`config.mk`:
```
export PLATFORM = sky130hd
export DESIGN_NAME = pwm_audio_out
export DESIGN_NICKNAME = d
export VERILOG_FILES = /design/src/rtl/pwm_audio_out.sv
export SDC_FILE = /design/constraint.sdc
export NUM_CORES = 1
export LEC_CHECK = 0
export CORE_MARGIN = 2
export CORE_UTILIZATION = 68
export DETAILED_ROUTE_END_ITERATION = 8
export PLACE_DENSITY = 0.91
export SYNTH_ARGS = -nofsm -noshare
export SYNTH_HDL_FRONTEND = slang
export SYNTH_SLANG_ARGS = --single-unit
```
`constraint.sdc`:
```
create_clock -name clk_in -period 8.15 [get_ports clk_in]
set_clock_uncertainty 0.1 [all_clocks]
set_input_delay 0.815 -clock clk_in [delete_from_list [all_inputs] [get_ports clk_in]]
set_output_delay 0.815 -clock clk_in [all_outputs]
set_load 0.02 [all_outputs]
```
`src/rtl/pwm_audio_out.sv`:
```
`timescale 1ns/1ps
`default_nettype none
// +--------------------------------------------------------------------------+
// | pwm_audio_out: 8-bit PCM to 1-bit PWM (or DSM with PWM_AUDIO_DSM_EN),     |
// | with sample-rate request strobe, underrun flag and click-free gain ramp.  |
// | Revision: 1.0                                                             |
// +--------------------------------------------------------------------------+
module pwm_audio_out #(
    parameter int unsigned SAMPLE_DIV = 2083,
    parameter int unsigned RAMP_MAX   = 256
) (
    input  logic       clk_in,
    input  logic       rst_in,
    input  logic       enable_in,
    input  logic [7:0] sample_in,
    input  logic       sample_valid_in,
    output logic       sample_req_out,
    output logic       audio_out,
    output logic       audio_sd_out,
    output logic       underrun_out,
    output logic [1:0] state_out
);

    typedef enum logic [1:0] {
        ST_OFF       = 2'd0,
        ST_RAMP_UP   = 2'd1,
        ST_PLAY      = 2'd2,
        ST_RAMP_DOWN = 2'd3
    } state_t;

    localparam logic [15:0] c_DIV_LAST = 16'(SAMPLE_DIV - 1);
    localparam logic [8:0]  c_GAIN_MAX = 9'(RAMP_MAX);

    state_t      state_q, state_d;
    logic [15:0] div_cnt_q, div_cnt_d;
    logic [8:0]  gain_q, gain_d;
    logic [7:0]  held_q, held_d;
    logic        got_q, got_d;
    logic        underrun_q, underrun_d;
    logic [7:0]  duty_q, duty_d;

    logic               w_req;
    logic signed [16:0] w_held_ext;
    logic signed [16:0] w_gain_ext;
    logic signed [16:0] w_product;
    logic signed [16:0] w_shift;
    logic [7:0]         w_sat;
    logic [7:0]         w_target;

    assign w_req = (div_cnt_q == c_DIV_LAST);

    // Gain scaling: signed sample times unsigned gain, floor-shifted by 8.
    assign w_held_ext = {{9{held_q[7]}}, held_q};
    assign w_gain_ext = {8'd0, gain_q};
    assign w_product  = w_held_ext * w_gain_ext;
    assign w_shift    = w_product >>> 8;

    always_comb begin
        w_sat = w_shift[7:0];
        if (w_shift > 17'sd127) begin
            w_sat = 8'h7F;
        end else if (w_shift < -17'sd128) begin
            w_sat = 8'h80;
        end
    end

    // Offset-binary: flipping the sign bit adds 128.
    assign w_target = w_sat ^ 8'h80;

    always_comb begin
        div_cnt_d  = w_req ? 16'd0 : div_cnt_q + 16'd1;
        held_d     = sample_valid_in ? sample_in : held_q;
        got_d      = w_req ? 1'b0 : (got_q | sample_valid_in);
        underrun_d = underrun_q |
                     (w_req && (state_q != ST_OFF) && !got_q && !sample_valid_in);
    end

    always_comb begin
        state_d = state_q;
        gain_d  = gain_q;
        unique case (state_q)
            ST_OFF: begin
                gain_d = 9'd0;
                if (enable_in) state_d = ST_RAMP_UP;
            end
            ST_RAMP_UP: begin
                if (!enable_in) begin
                    state_d = ST_RAMP_DOWN;
                end else if (gain_q >= c_GAIN_MAX) begin
                    state_d = ST_PLAY;
                end else if (w_req) begin
                    gain_d = gain_q + 9'd1;
                    if (gain_q + 9'd1 == c_GAIN_MAX) state_d = ST_PLAY;
                end
            end
            ST_PLAY: begin
                gain_d = c_GAIN_MAX;
                if (!enable_in) state_d = ST_RAMP_DOWN;
            end
            ST_RAMP_DOWN: begin
                if (enable_in) begin
                    state_d = ST_RAMP_UP;
                end else if (gain_q == 9'd0) begin
                    state_d = ST_OFF;
                end else if (w_req) begin
                    gain_d = gain_q - 9'd1;
                    if (gain_q == 9'd1) state_d = ST_OFF;
                end
            end
            default: state_d = ST_OFF;
        endcase
    end

    always_ff @(posedge clk_in) begin
        if (rst_in) begin
            state_q    <= ST_OFF;
            div_cnt_q  <= 16'd0;
            gain_q     <= 9'd0;
            held_q     <= 8'd0;
            got_q      <= 1'b0;
            underrun_q <= 1'b0;
            duty_q     <= 8'd128;
        end else begin
            state_q    <= state_d;
            div_cnt_q  <= div_cnt_d;
            gain_q     <= gain_d;
            held_q     <= held_d;
            got_q      <= got_d;
            underrun_q <= underrun_d;
            duty_q     <= duty_d;
        end
    end

`ifdef PWM_AUDIO_DSM_EN
    logic [8:0] acc_q, acc_d;

    always_comb begin
        duty_d = w_req ? w_target : duty_q;
        acc_d  = (state_q == ST_OFF) ? 9'd0 : {1'b0, acc_q[7:0]} + {1'b0, duty_q};
    end

    always_ff @(posedge clk_in) begin
        if (rst_in) begin
            acc_q <= 9'd0;
        end else begin
            acc_q <= acc_d;
        end
    end

    assign audio_out = acc_q[8] & (state_q != ST_OFF);
`else
    logic [7:0] pwm_cnt_q;
    logic       audio_q, audio_d;

    // Duty only moves at the period boundary so no PWM period is truncated.
    always_comb begin
        duty_d  = (pwm_cnt_q == 8'hFF) ? w_target : duty_q;
        audio_d = (state_q != ST_OFF) && (pwm_cnt_q < duty_q);
    end

    always_ff @(posedge clk_in) begin
        if (rst_in) begin
            pwm_cnt_q <= 8'd0;
            audio_q   <= 1'b0;
        end else begin
            pwm_cnt_q <= pwm_cnt_q + 8'd1;
            audio_q   <= audio_d;
        end
    end

    assign audio_out = audio_q;
`endif

    assign sample_req_out = w_req;
    assign audio_sd_out   = (state_q != ST_OFF);
    assign underrun_out   = underrun_q;
    assign state_out      = state_q;

endmodule
`default_nettype wire

```
==> results.yml <==
pwr:
  ir_drop_v: 0.000195
  p_per_area_nw_per_um2: 146
  leakage_nw: 2.60
routing:
  ant_nets: 0
  wl_per_cell_um: 16.4
  viasPerCell: 6.09
  vias: 4246
  drt_iter0_drc: 348
  remaining_drc_errors: 0
  drt-total-wl_mm: 11.4
  drt_pass1_iterations: 5
logic_synthesis:
  syn_area_um2: 5230
  synth_fp_nets: 710
  yosysTopAreaCell: "dfxtp_1"
  synth_xor_area_frac: 0.0519
  async_reset_ff_frac: 0
  synth-compound-area-share: 0.115
  synth_top_family_by_area: "adder cells"
  ys_seq_elements: 54
  synth_ff_type: "dfxtp_1"
  synth-edff-count: 0
  yosys_warnings: 0
  yosysUniqueCellTypes: 62
  synthMuxAreaShare: 0.0268
  yosysTopAreaCellShare: 0.207
  synthSimpleGateAreaFrac: 0.224
  synthTopCellsByArea: "dfxtp_1 21%, fa_1 16%, ha_1 14%"
  synth.avg_cell_area_um2: 8.75
  synthAdderAreaFrac: 0.313
  synth-seq-area-share: 0.207
  synthCells: 598
worst_setup_path:
  reg2reg_depth: 16
  worstSetupStartpoint: "held_q[7]"
  end_kind: "flop"
  critical_path_peak_fanout: 8
  reg2reg_from: "held_q[7]"
  r2r-end: "duty_q[2]"
  start_kind: "flop"
  required_ns: 8.24
  cp.arrival_ns: 5.69
  path_class: "flop to flop"
  rrSetupSlack_ns: 2.55
cells_and_area:
  multi_input_area_um2: 3820
  area_growth_pct: 6.12
  n_antenna_cell: 0
  drive_gt1_frac: 0.0635
  layout.area.seq_um2: 1080
  fill_cells: 507
  fin_nets: 709
  fin_util: 0.754
cts:
  cts_tree: "done"
  cts-hold-fix-buffers: 0
  insertion_delay_ns: 0.33
  post_cts_buffers: 0
  path_clk_slew_ns: 0.11
  clock_sink_count: 54
  cts_inserted_buffers: 5
  clockBufferDepth: 2
  cts_root_buffer: "clkbuf_8"
  htree_levels: 2
  ctsResizeCount: 0
placed_design:
  io_buffers: 17
  gp_routability_congestion: 0.898
  place_ws_ns: 2.56
  hpwl_mm: 8.71
global_routing:
  antenna_found_initial: 0
  track_usage: 0.292
  overflow: 0
  grt_pass1_wl_mm: 20.1
  grt_pass1_vias: 4387
  grt_max_degree: 39
sta:
  fin_crit_sh: 0.688
  hold_viol: 0
  tns_ns: 0
  max_slew.worst_pin.slew_ns: 0.699
  fmax_mhz: 178
  rsz0062_at_grt: "no"
  slew_headroom: 0.534
  period_minus_slack_ns: 5.60
  setup_viol: 0
  drv_slew: 0
  layout_setup_ws_ns: 2.55
floorplanning:
  dieArea_um2: 8410
  start_util: 0.710
  die_x_um: 91.7
  core_um2: 7370
  io_pins: 18
  die_h_um: 91.7
  num_rows: 31
hold_path:
  hold_path.class: "flop to flop"
  whs_path_depth: 2
  hold_path_end: "got_q"
  hp-start: "got_q"
job:
  maxCapViolations: 0
outcome:
  status: "completed"
## report_power, final
group	switching (W)	internal (W)	leakage [nW]
combinational	0.000176	0.000126	2.11
sequential	0.0000322	0.000280	0.439
clock	0.000103	0.0000935	0.0587
## worst max-delay path, stage by stage (launching register included)
cell,delay [ns]
dfxtp_1,0.51
clkinv_1,0.33
nor2_1,0.24
fa_1,0.44
fa_1,0.53
fa_1,0.56
inv_1,0.06
fa_1,0.53
inv_1,0.04
ha_1,0.34
nand3_1,0.15
or4_4,0.55
nand4b_2,0.12
a31oi_1,0.11
xor2_1,0.48
maj3_2,0.31
a211oi_2,0.07
## metal layers
layer	track usage	share of wire
met4	0.111	0.029
met5	0	0
met3	0.0477	0.048
met1	0.363	0.42
met2	0.510	0.50
## Yosys cell counts (10+ instances only)
cell type   n
and2_1     48
fa_1       41
clkbuf_1   24
a21oi_1    18
inv_1      62
mux2i_1    14
nand2_1    39
nor2_1     69
o21ai_0    10
xor2_1     16
dfxtp_1    54
xnor2_1    15
nor3_1     10
nand3_1    17
ha_1       59
## how the worst max path moves through the flow
stage	slack, ns	to	cells after the start
after floorplan	2.98	duty_q[0]	17
after global placement	2.76	duty_q[0]	16
after detailed placement	2.56	duty_q[2]	16
after CTS	2.56	duty_q[2]	16
after global routing	2.20	duty_q[2]	16
final	2.55	duty_q[2]	16
## state kept, by name, indices dropped and copies added (netlist names)
| signal | flops |
|---|---|
| pwm_cnt_q | 8 |
| underrun_out | 1 |
| audio_out | 1 |
| gain_q | 9 |
| duty_q | 8 |
| state_out | 2 |
| held_q | 8 |
| div_cnt_q | 16 |
| got_q | 1 |
## area by class of cell
cell class                      count  area share
Multi-Input combinational cell    455       0.688
Sequential cell                    54       0.195
Inverter                           63      0.0426
Timing Repair Buffer               18      0.0320
Tap cell                           99      0.0223
Clock buffer                        5      0.0124
Clock inverter                      3     0.00856
## cells in the final DEF (no fill, tap or decap), types with 4 or more instances in the layout
master / count
dfxtp_1: 54
nand3_1: 17
a211oi_1: 4
a31oi_1: 4
and3_1: 8
a211oi_2: 8
and2_1: 48
xor2_1: 16
nand2_1: 39
o21ai_0: 10
o21a_1: 4
a21oi_1: 18
maj3_2: 7
fa_1: 41
xnor2_1: 15
ha_1: 59
or3_1: 5
mux2i_1: 14
nor2_1: 69
clkdlybuf4s50_1: 17
clkbuf_8: 5
a21o_1: 8
nor3_1: 10
a221oi_1: 4
inv_1: 62
nand2b_1: 5
## cell families after synthesis
kind of cell,after synthesis
simple gates,222
xor+xnor,31
mux,14
flops,54
buf+inv,89
compound gates,81
fa+ha+maj,107
## through the flow
| stage | area, um^2 | hold slack (ns) | cells | total power, W |
|---|---|---|---|---|
| after floorplan | 5230 | 0.322 | 598 | 0.000525 |
| after global placement | 5440 | 0.341 | 689 | 0.000597 |
| after detailed placement | 5440 | 0.342 | 689 | 0.000612 |
| after CTS | 5550 | 0.367 | 697 | 0.000806 |
| after global routing | 5550 | 0.378 | 697 | 0.000854 |
| final | 5550 | 0.368 | 697 | 0.000811 |
Power figures use the tool's default switching activity.
